$ cat config.mk
export PLATFORM = sky130hd
export DESIGN_NAME = serial_add_ctrl
export DESIGN_NICKNAME = d
export VERILOG_FILES = /design/src/rtl/serial_add_pkg.sv /design/src/rtl/serial_fa_cell.sv /design/src/rtl/serial_add_ctrl.sv
export SDC_FILE = /design/constraint.sdc
export NUM_CORES = 1
export LEC_CHECK = 0
export ABC_CLOCK_PERIOD_IN_PS = 1410
export CORE_ASPECT_RATIO = 1.1
export CORE_MARGIN = 2
export CORE_UTILIZATION = 45
export CTS_CLUSTER_DIAMETER = 200
export DETAILED_ROUTE_END_ITERATION = 16
export MAX_ROUTING_LAYER = met4
export PLACE_DENSITY = 0.77
export SYNTH_ARGS = -nofsm -noshare
export SYNTH_HDL_FRONTEND = slang
export SYNTH_SLANG_ARGS = --single-unit
$ cat constraint.sdc
create_clock -name clk -period 1.41 [get_ports clk]
set_input_delay 0.2115 -clock clk [delete_from_list [all_inputs] [get_ports clk]]
set_output_delay 0.2115 -clock clk [all_outputs]
set_load 0.02 [all_outputs]
$ cat src/rtl/serial_add_pkg.sv
// Shared types and limits for the bit-serial adder controller.
// Optional feature macro used by the controller: SERIAL_ADD_OVF_EN.
package serial_add_pkg;

    typedef enum logic [1:0] {
        IDLE = 2'd0,
        RUN  = 2'd1,
        DONE = 2'd2
    } state_t;

    localparam int unsigned WIDTH_MIN = 2;
    localparam int unsigned WIDTH_MAX = 64;

endpackage

$ cat src/rtl/serial_fa_cell.sv
// Combinational 1-bit full adder built from two half-adder stages;
// the serial controller time-shares a single instance of this cell.
module serial_fa_cell (
    input  logic a,
    input  logic b,
    input  logic ci,
    output logic s,
    output logic co
);

    logic s1;
    logic c1;
    logic c2;

    // First half adder: a + b
    assign s1 = a ^ b;
    assign c1 = a & b;

    // Second half adder: partial sum + carry-in
    assign s  = s1 ^ ci;
    assign c2 = s1 & ci;

    assign co = c1 | c2;

endmodule

$ cat src/rtl/serial_add_ctrl.sv
// Bit-serial adder controller: adds a + b + cin LSB first over WIDTH
// cycles using one full-adder cell, then pulses done for one cycle.
// Optional macro SERIAL_ADD_OVF_EN adds the signed-overflow output ovf.
// rst_n is expected to arrive with its release already synchronised to clk.
module serial_add_ctrl
    import serial_add_pkg::*;
#(
    parameter int unsigned WIDTH = 8
) (
    input  logic             clk,
    input  logic             rst_n,
    input  logic             start,
    input  logic [WIDTH-1:0] a,
    input  logic [WIDTH-1:0] b,
    input  logic             cin,
    output logic             busy,
    output logic             done,
    output logic [WIDTH-1:0] sum,
`ifdef SERIAL_ADD_OVF_EN
    output logic             cout,
    output logic             ovf
`else
    output logic             cout
`endif
);

    localparam int unsigned CW = $clog2(WIDTH);
    localparam logic [CW-1:0] LAST = CW'(WIDTH - 1);

    state_t           state;
    logic [WIDTH-1:0] sh_a;
    logic [WIDTH-1:0] sh_b;
    logic             carry;
    logic [CW-1:0]    cnt;
    logic             fa_s;
    logic             fa_c;

    serial_fa_cell u_fa (
        .a  (sh_a[0]),
        .b  (sh_b[0]),
        .ci (carry),
        .s  (fa_s),
        .co (fa_c)
    );

    // Sequencer: operand capture, one bit per RUN cycle, registered status outputs
    always_ff @(posedge clk or negedge rst_n) begin
        if (!rst_n) begin
            state <= IDLE;
            busy  <= 1'b0;
            done  <= 1'b0;
            sum   <= '0;
            cout  <= 1'b0;
            sh_a  <= '0;
            sh_b  <= '0;
            carry <= 1'b0;
            cnt   <= '0;
`ifdef SERIAL_ADD_OVF_EN
            ovf   <= 1'b0;
`endif
        end else begin
            case (state)
                IDLE: begin
                    done <= 1'b0;
                    if (start) begin
                        sh_a  <= a;
                        sh_b  <= b;
                        carry <= cin;
                        cnt   <= '0;
                        sum   <= '0;
                        cout  <= 1'b0;
`ifdef SERIAL_ADD_OVF_EN
                        ovf   <= 1'b0;
`endif
                        busy  <= 1'b1;
                        state <= RUN;
                    end
                end
                RUN: begin
                    sum   <= {fa_s, sum[WIDTH-1:1]};
                    sh_a  <= sh_a >> 1;
                    sh_b  <= sh_b >> 1;
                    carry <= fa_c;
                    if (cnt == LAST) begin
                        // carry here is the carry into the MSB, fa_c the carry out of it
                        cout  <= fa_c;
`ifdef SERIAL_ADD_OVF_EN
                        ovf   <= carry ^ fa_c;
`endif
                        done  <= 1'b1;
                        state <= DONE;
                    end else begin
                        cnt <= cnt + CW'(1);
                    end
                end
                DONE: begin
                    done  <= 1'b0;
                    busy  <= 1'b0;
                    state <= IDLE;
                end
                default: begin
                    done  <= 1'b0;
                    busy  <= 1'b0;
                    state <= IDLE;
                end
            endcase
        end
    end

endmodule

==> results.toml, run 1 <==
[clocking]
cts_tree = "done"
cts_sinks = 33
cts_buffers = 5
clk_pin_slew_ns = 0.10
cts_buffer_depth = 2
cts.hold.buffers_added = 0
clock_tree.root_cell = "clkbuf_4"
htreeDepth = 2
clock_latency_ns = 0.33

[logic_synthesis]
avgSynthCellArea_sq_um = 10.9
synth_area_leader_cell = "dfrtp_1"
synth.yosys.seq_area_share_pct = 56.7
synth_fp_nets = 157
synth_cell_types = 30
synth.top_cell.area_share_pct = 56.7
synthCells = 134
ys_ff_latch = 33
yosysWarnings = 0
netlist_area_sq_mm = 0.00146
synth_area_leaders = "dfrtp_1 57%, o22ai_1 9.0%, a22o_1 4.2%"

[critical_path]
rr_startpoint = "cnt[0]$_DFFE_PN0P_"
critical_path_required_ns = 1.65
cp-start-kind = "register"
rrSetupSlack_ns = 0.06
endpoint = "cout$_DFFE_PN0P_"
critPathLaunch = "cnt[0]$_DFFE_PN0P_"
reg2reg_depth = 4
cp_max_fo = 8
cp-end-kind = "register"
r2r_end = "cout$_DFFE_PN0P_"
worstPathArrival_ns = 1.59
crit_type = "reg -> reg"

[status]
outcome = "completed"

[detailed_routing]
wirelength_mm = 3.22
post-route-drc-count = 0
vias = 1222
antenna_left = 0
via_per_inst = 5.93
wl_per_cell_um = 15.6
dr.pass1.iters = 4
drt_iter0_markers = 46

[power]
p_leak_nw = 0.857
combPwrFrac_pct = 43.5
powerDensity_mw_per_mm2 = 2060
p_clk_share_pct = 13.4
p_int_mw = 2.42
power_frac_seq_pct = 43.1
swShare_pct = 38.0
peakVddDrop_uv = 1140
p_sw_mw = 1.49

[final_layout]
area_growth_pct = 30.5
fin_nets = 195
antenna-diode-count = 0
fin_util_pct = 61.8
layout-drive-gt1-share_pct = 12.2

[global_route]
grt_max_degree = 34
grt_pass1_vias = 1260
overflow = 0
grt_pass1_wl_mm = 5.60
grt_antenna_before_repair = 0
grt.total_usage_pct = 20.4

[floorplanning]
rows = 21
fp.dieW_um = 58.2
start_util_pct = 47.3
core_sq_mm = 0.00307
io_pins = 31
dieArea_sq_mm = 0.00371
die_height_um = 63.6

[placed_design]
gp_congestion = 0.765
place_ws_ns = -0.121
dp_hpwl_mm = 2.28
numPortBuffers = 30

[timing]
setup_violations = 0
fmax_mhz = 740
rsz0062_at_grt = "false"
fin_skew_ns = 0.00953
setup-tns-final_ns = 0
fin_crit_ns = 1.35
min_period_over_period_pct = 95.9
slew_headroom_pct = 70.8
worst_slew_pin_slew_ns = 0.438
setup_slack_ns = 0.0581
hold_violations = 0
drv_slew = 0

[hold_path]
min_path_type = "in -> async"

[job]
cap_violations = 0
[timing repair]
item,CTS,global route
gates cloned,0,0
resized for setup,12,3
endpoints found under the setup margin,12,15
buffers inserted,0,1
[routing by layer]
layer | GRT usage [%] | part of all wire (%) | up-vias
met2 | 34.8 | 53 | 30
met1 | 22.5 | 41 | 612
li1 | - | - | 575
met3 | 5.75 | 4.7 | 5
met4 | 7.27 | 1.4 | 0
met5 | - | 0 | -
[registers in the layout, summed over array words and instances (netlist names), 2 cells and up]
name   flops
cnt        3
sh_a       8
sh_b       8
state      2
sum        8
[cells in the mapped netlist]
| cell type | count |
|---|---|
| dfrtp_1 | 33 |
| o22ai_1 | 21 |
| a21oi_1 | 11 |
| o21ai_0 | 8 |
| a22o_1 | 7 |
| nand2_1 | 7 |
| inv_1 | 6 |
| a2bb2oi_1 | 5 |
| buf_2 | 5 |
| nor2_1 | 5 |
| nand2b_1 | 3 |
| a22oi_1 | 2 |
| clkbuf_1 | 2 |
| ha_1 | 2 |
| or2b_1 | 2 |
| a221oi_1 | 1 |
| and3_1 | 1 |
| buf_1 | 1 |
| buf_6 | 1 |
| clkinv_1 | 1 |
| fa_1 | 1 |
| nor2_2 | 1 |
| nor2b_1 | 1 |
| nor3_1 | 1 |
| o21bai_1 | 1 |
| o221a_1 | 1 |
| o221ai_1 | 1 |
| o32ai_1 | 1 |
| or2_2 | 1 |
| or4b_1 | 1 |
[cells by family after synthesis]
logic type / after synthesis / synth area share [%]
flip-flops: 33 / 56.7
AND/OR/NAND/NOR: 23 / 8.17
adder cells (fa/ha/maj): 3 / 3.10
AO/OA/AOI/OAI: 59 / 26.9
buffers and inverters: 16 / 5.07
[power by group through the flow]
stage | Clock, mW | Combinational [mW] | Sequential, mW
finish | 0.524 | 1.70 | 1.68
global route | 0.593 | 1.87 | 1.74
CTS | 0.555 | 1.66 | 1.67
detailed placement | 0 | 1.75 | 1.70
global placement | 0 | 1.65 | 1.67
floorplan | 0 | 0.997 | 1.77
[worst max-delay path: stages (launching register included)]
cell	delay, ns
dfrtp_1	0.40
ha_1	0.23
ha_4	0.19
or2b_1	0.26
o221ai_2	0.17
[cell usage in the layout (no fill, tap or decap), types with 2 or more instances in the layout]
cell type        count
a21oi_1             11
a22o_1               7
a22oi_1              2
a2bb2oi_1            5
buf_4                9
clkbuf_4             5
clkdlybuf4s50_1     19
dfrtp_1             32
dlygate4sd2_1       11
inv_1                6
nand2_1              7
nand2b_1             3
nor2_1               5
o21ai_0              8
o22ai_1             21
or2b_1               2
[cell type report]
| type | count | area (sq um) |
|---|---|---|
| timing repair buffer | 40 | 374 |
| fill | 272 | 1170 |
| tap | 34 | 42.5 |
| multi-input combinational | 85 | 574 |
| sequential | 33 | 827 |
| clock buffer | 7 | 55.1 |
| inverter | 7 | 26.3 |
[worst min-delay path by stage]
stage	start	endpoint	slack [ns]	cells past startpoint
final	rst_n	sum[1]$_DFFE_PN0P_	0.23	2
after global routing	rst_n	sum[0]$_DFFE_PN0P_	0.23	2
after CTS	rst_n	busy$_DFFE_PN0P_	0.23	2
after detailed placement	sum[0]$_DFFE_PN0P_	sum[0]$_DFFE_PN0P_	0.48	1
after global placement	done$_DFFE_PN0P_	done$_DFFE_PN0P_	0.48	2
after floorplan	rst_n	busy$_DFFE_PN0P_	-0.08	0
[metrics by stage]
step / instances / total power [mW] / hold WS, ns / cell area (sq um)
6_report: 206 / 3.91 / 0.235 / 1900
3_3_place_gp: 198 / 3.32 / 0.481 / 1830
4_1_cts: 205 / 3.89 / 0.230 / 1870
5_1_grt: 206 / 4.20 / 0.234 / 1900
2_1_floorplan: 134 / 2.77 / -0.0841 / 1460
3_5_place_dp: 198 / 3.45 / 0.485 / 1830
Power figures use the tool's default switching activity.
==> inputs of run 2 (changes only) <==
TNS_END_PERCENT = 100   (was not set)
==> results of run 2 <==
Final layout, timing and power as in run 1 (identical DEF).
==> inputs of run 3 (changes only) <==
CORE_MARGIN = 5   (was 2)
==> run 3 against run 2 <==
- core utilization down 0.90 points
- final cell count down 0.49%
- combinational power down 2%
- critical endpoint unchanged
- highest routed layer unchanged
==> results.toml, run 3 (synthesis gave the netlist of run 1 again) <==
[global_route]
grt_pass1_vias = 1233
grt_pass1_wl_mm = 5.55
grt_max_degree = 34
overflow = 0
grt_antenna_before_repair = 0
grt.total_usage_pct = 15.9

[detailed_routing]
post-route-drc-count = 0
wl_per_cell_um = 16.3
via_per_inst = 5.95
dr.pass1.iters = 4
vias = 1219
antenna_left = 0
drt_iter0_markers = 48
wirelength_mm = 3.33

[critical_path]
crit_type = "reg -> reg"
cp_max_fo = 9
cp-end-kind = "register"
cp-start-kind = "register"
critical_path_required_ns = 1.65
reg2reg_depth = 4
worstPathArrival_ns = 1.58

[floorplanning]
rows = 21
dieArea_sq_mm = 0.00447
io_pins = 31
die_height_um = 69.6
fp.dieW_um = 64.2
start_util_pct = 47.3
core_sq_mm = 0.00307

[timing]
fin_skew_ns = 0.00281
slew_headroom_pct = 72.3
setup_violations = 0
fmax_mhz = 746
hold_violations = 0
fin_crit_ns = 1.34
min_period_over_period_pct = 95.0
worst_slew_pin_slew_ns = 0.415
setup-tns-final_ns = 0
drv_slew = 0
rsz0062_at_grt = "false"
hold_ws_ns = 0.244

[clocking]
postCtsSetupBuffers = 0
clock_latency_ns = 0.33
htreeDepth = 2
cts_tree = "done"
clk_pin_slew_ns = 0.09
clock_tree.root_cell = "clkbuf_4"
cts_buffers = 5
cts_buffer_depth = 2
cts_sinks = 33

[status]
outcome = "completed"

[placed_design]
numPortBuffers = 30
dp_hpwl_mm = 2.38
gp_congestion = 0.807

[final_layout]
layout.cells.most_common = "dfrtp_1"
antenna-diode-count = 0
final_cell_mix = "32 x dfrtp_1, 21 x o22ai_1, 19 x clkdlybuf4s50_1, 11 x a21oi_1, 11 x dlygate4sd2_1"
layout-drive-gt1-share_pct = 11.1
reg_top3 = "sh_a: 8 flops, sh_b: 8 flops, sum: 8 flops"
fin_nets = 193
area_growth_pct = 28.6

[hold_path]
min_path_type = "in -> async"

[power]
powerDensity_mw_per_mm2 = 2050
peakVddDrop_uv = 1360
p_leak_nw = 0.840

[job]
cap_violations = 0
## run 3: where the power goes
group / leakage (nW) / internal (mW) / switching, mW
Combinational: 0.414 / 0.797 / 0.864
Sequential: 0.399 / 1.37 / 0.323
Clock: 0.0265 / 0.199 / 0.297
Total: 0.840 / 2.36 / 1.48
## run 3: timing repair
action | CTS | global route
hold buffers | 0 | 0
endpoints found under the hold margin | 0 | 0
endpoints found under the setup margin | 13 | 12
pin swaps | 0 | 0
resized for setup | 13 | 4
## run 3: critical path: stages (launching register included)
cell,delay (ns)
dfrtp_1,0.41
ha_1,0.19
ha_2,0.23
or2b_1,0.25
o221ai_1,0.18
## run 3: final timing paths
path	to	startpoint	slack, ns
setup / recovery	cout$_DFFE_PN0P_	cnt[1]$_DFFE_PN0P_	0.07
hold / removal	sum[2]$_DFFE_PN0P_	rst_n	0.24
setup reg to reg	cout$_DFFE_PN0P_	cnt[1]$_DFFE_PN0P_	0.07
hold reg to reg	sum[0]$_DFFE_PN0P_	sum[0]$_DFFE_PN0P_	0.51
max in group asynchronous	state[0]$_DFFE_PN0P_	rst_n	0.99
min in group clk	sh_b[7]$_DFFE_PN0P_	b[7]	0.43
## run 3: final cells by class
type / instances / area, sq um
Timing Repair Buffer: 38 / 359
Multi-Input combinational cell: 85 / 564
Clock buffer: 8 / 48.8
Fill cell: 267 / 1200
Sequential cell: 33 / 827
Tap cell: 34 / 42.5
Inverter: 7 / 30.0
## run 3: through the flow
stage | total power [mW] | utilization, % | cell area, sq um | instances | worst slack [ns]
after detailed placement | 3.44 | 59.3 | 1820 | 197 | -0.129
final | 3.85 | 60.9 | 1870 | 205 | 0.0704
after floorplan | 2.77 | - | 1460 | 134 | 0.0174
after global routing | 4.12 | 60.9 | 1870 | 205 | 0.0199
after global placement | 3.32 | 59.3 | 1820 | 197 | -0.0865
after CTS | 3.85 | 60.7 | 1870 | 205 | 0.0598
## run 3: per-layer routing
| metal | part of all wire [%] | track usage [%] |
|---|---|---|
| met5 | 0 | - |
| met1 | 41 | 19.1 |
| met4 | 1.0 | 4.07 |
| met2 | 51 | 25.0 |
| met3 | 6.8 | 6.00 |
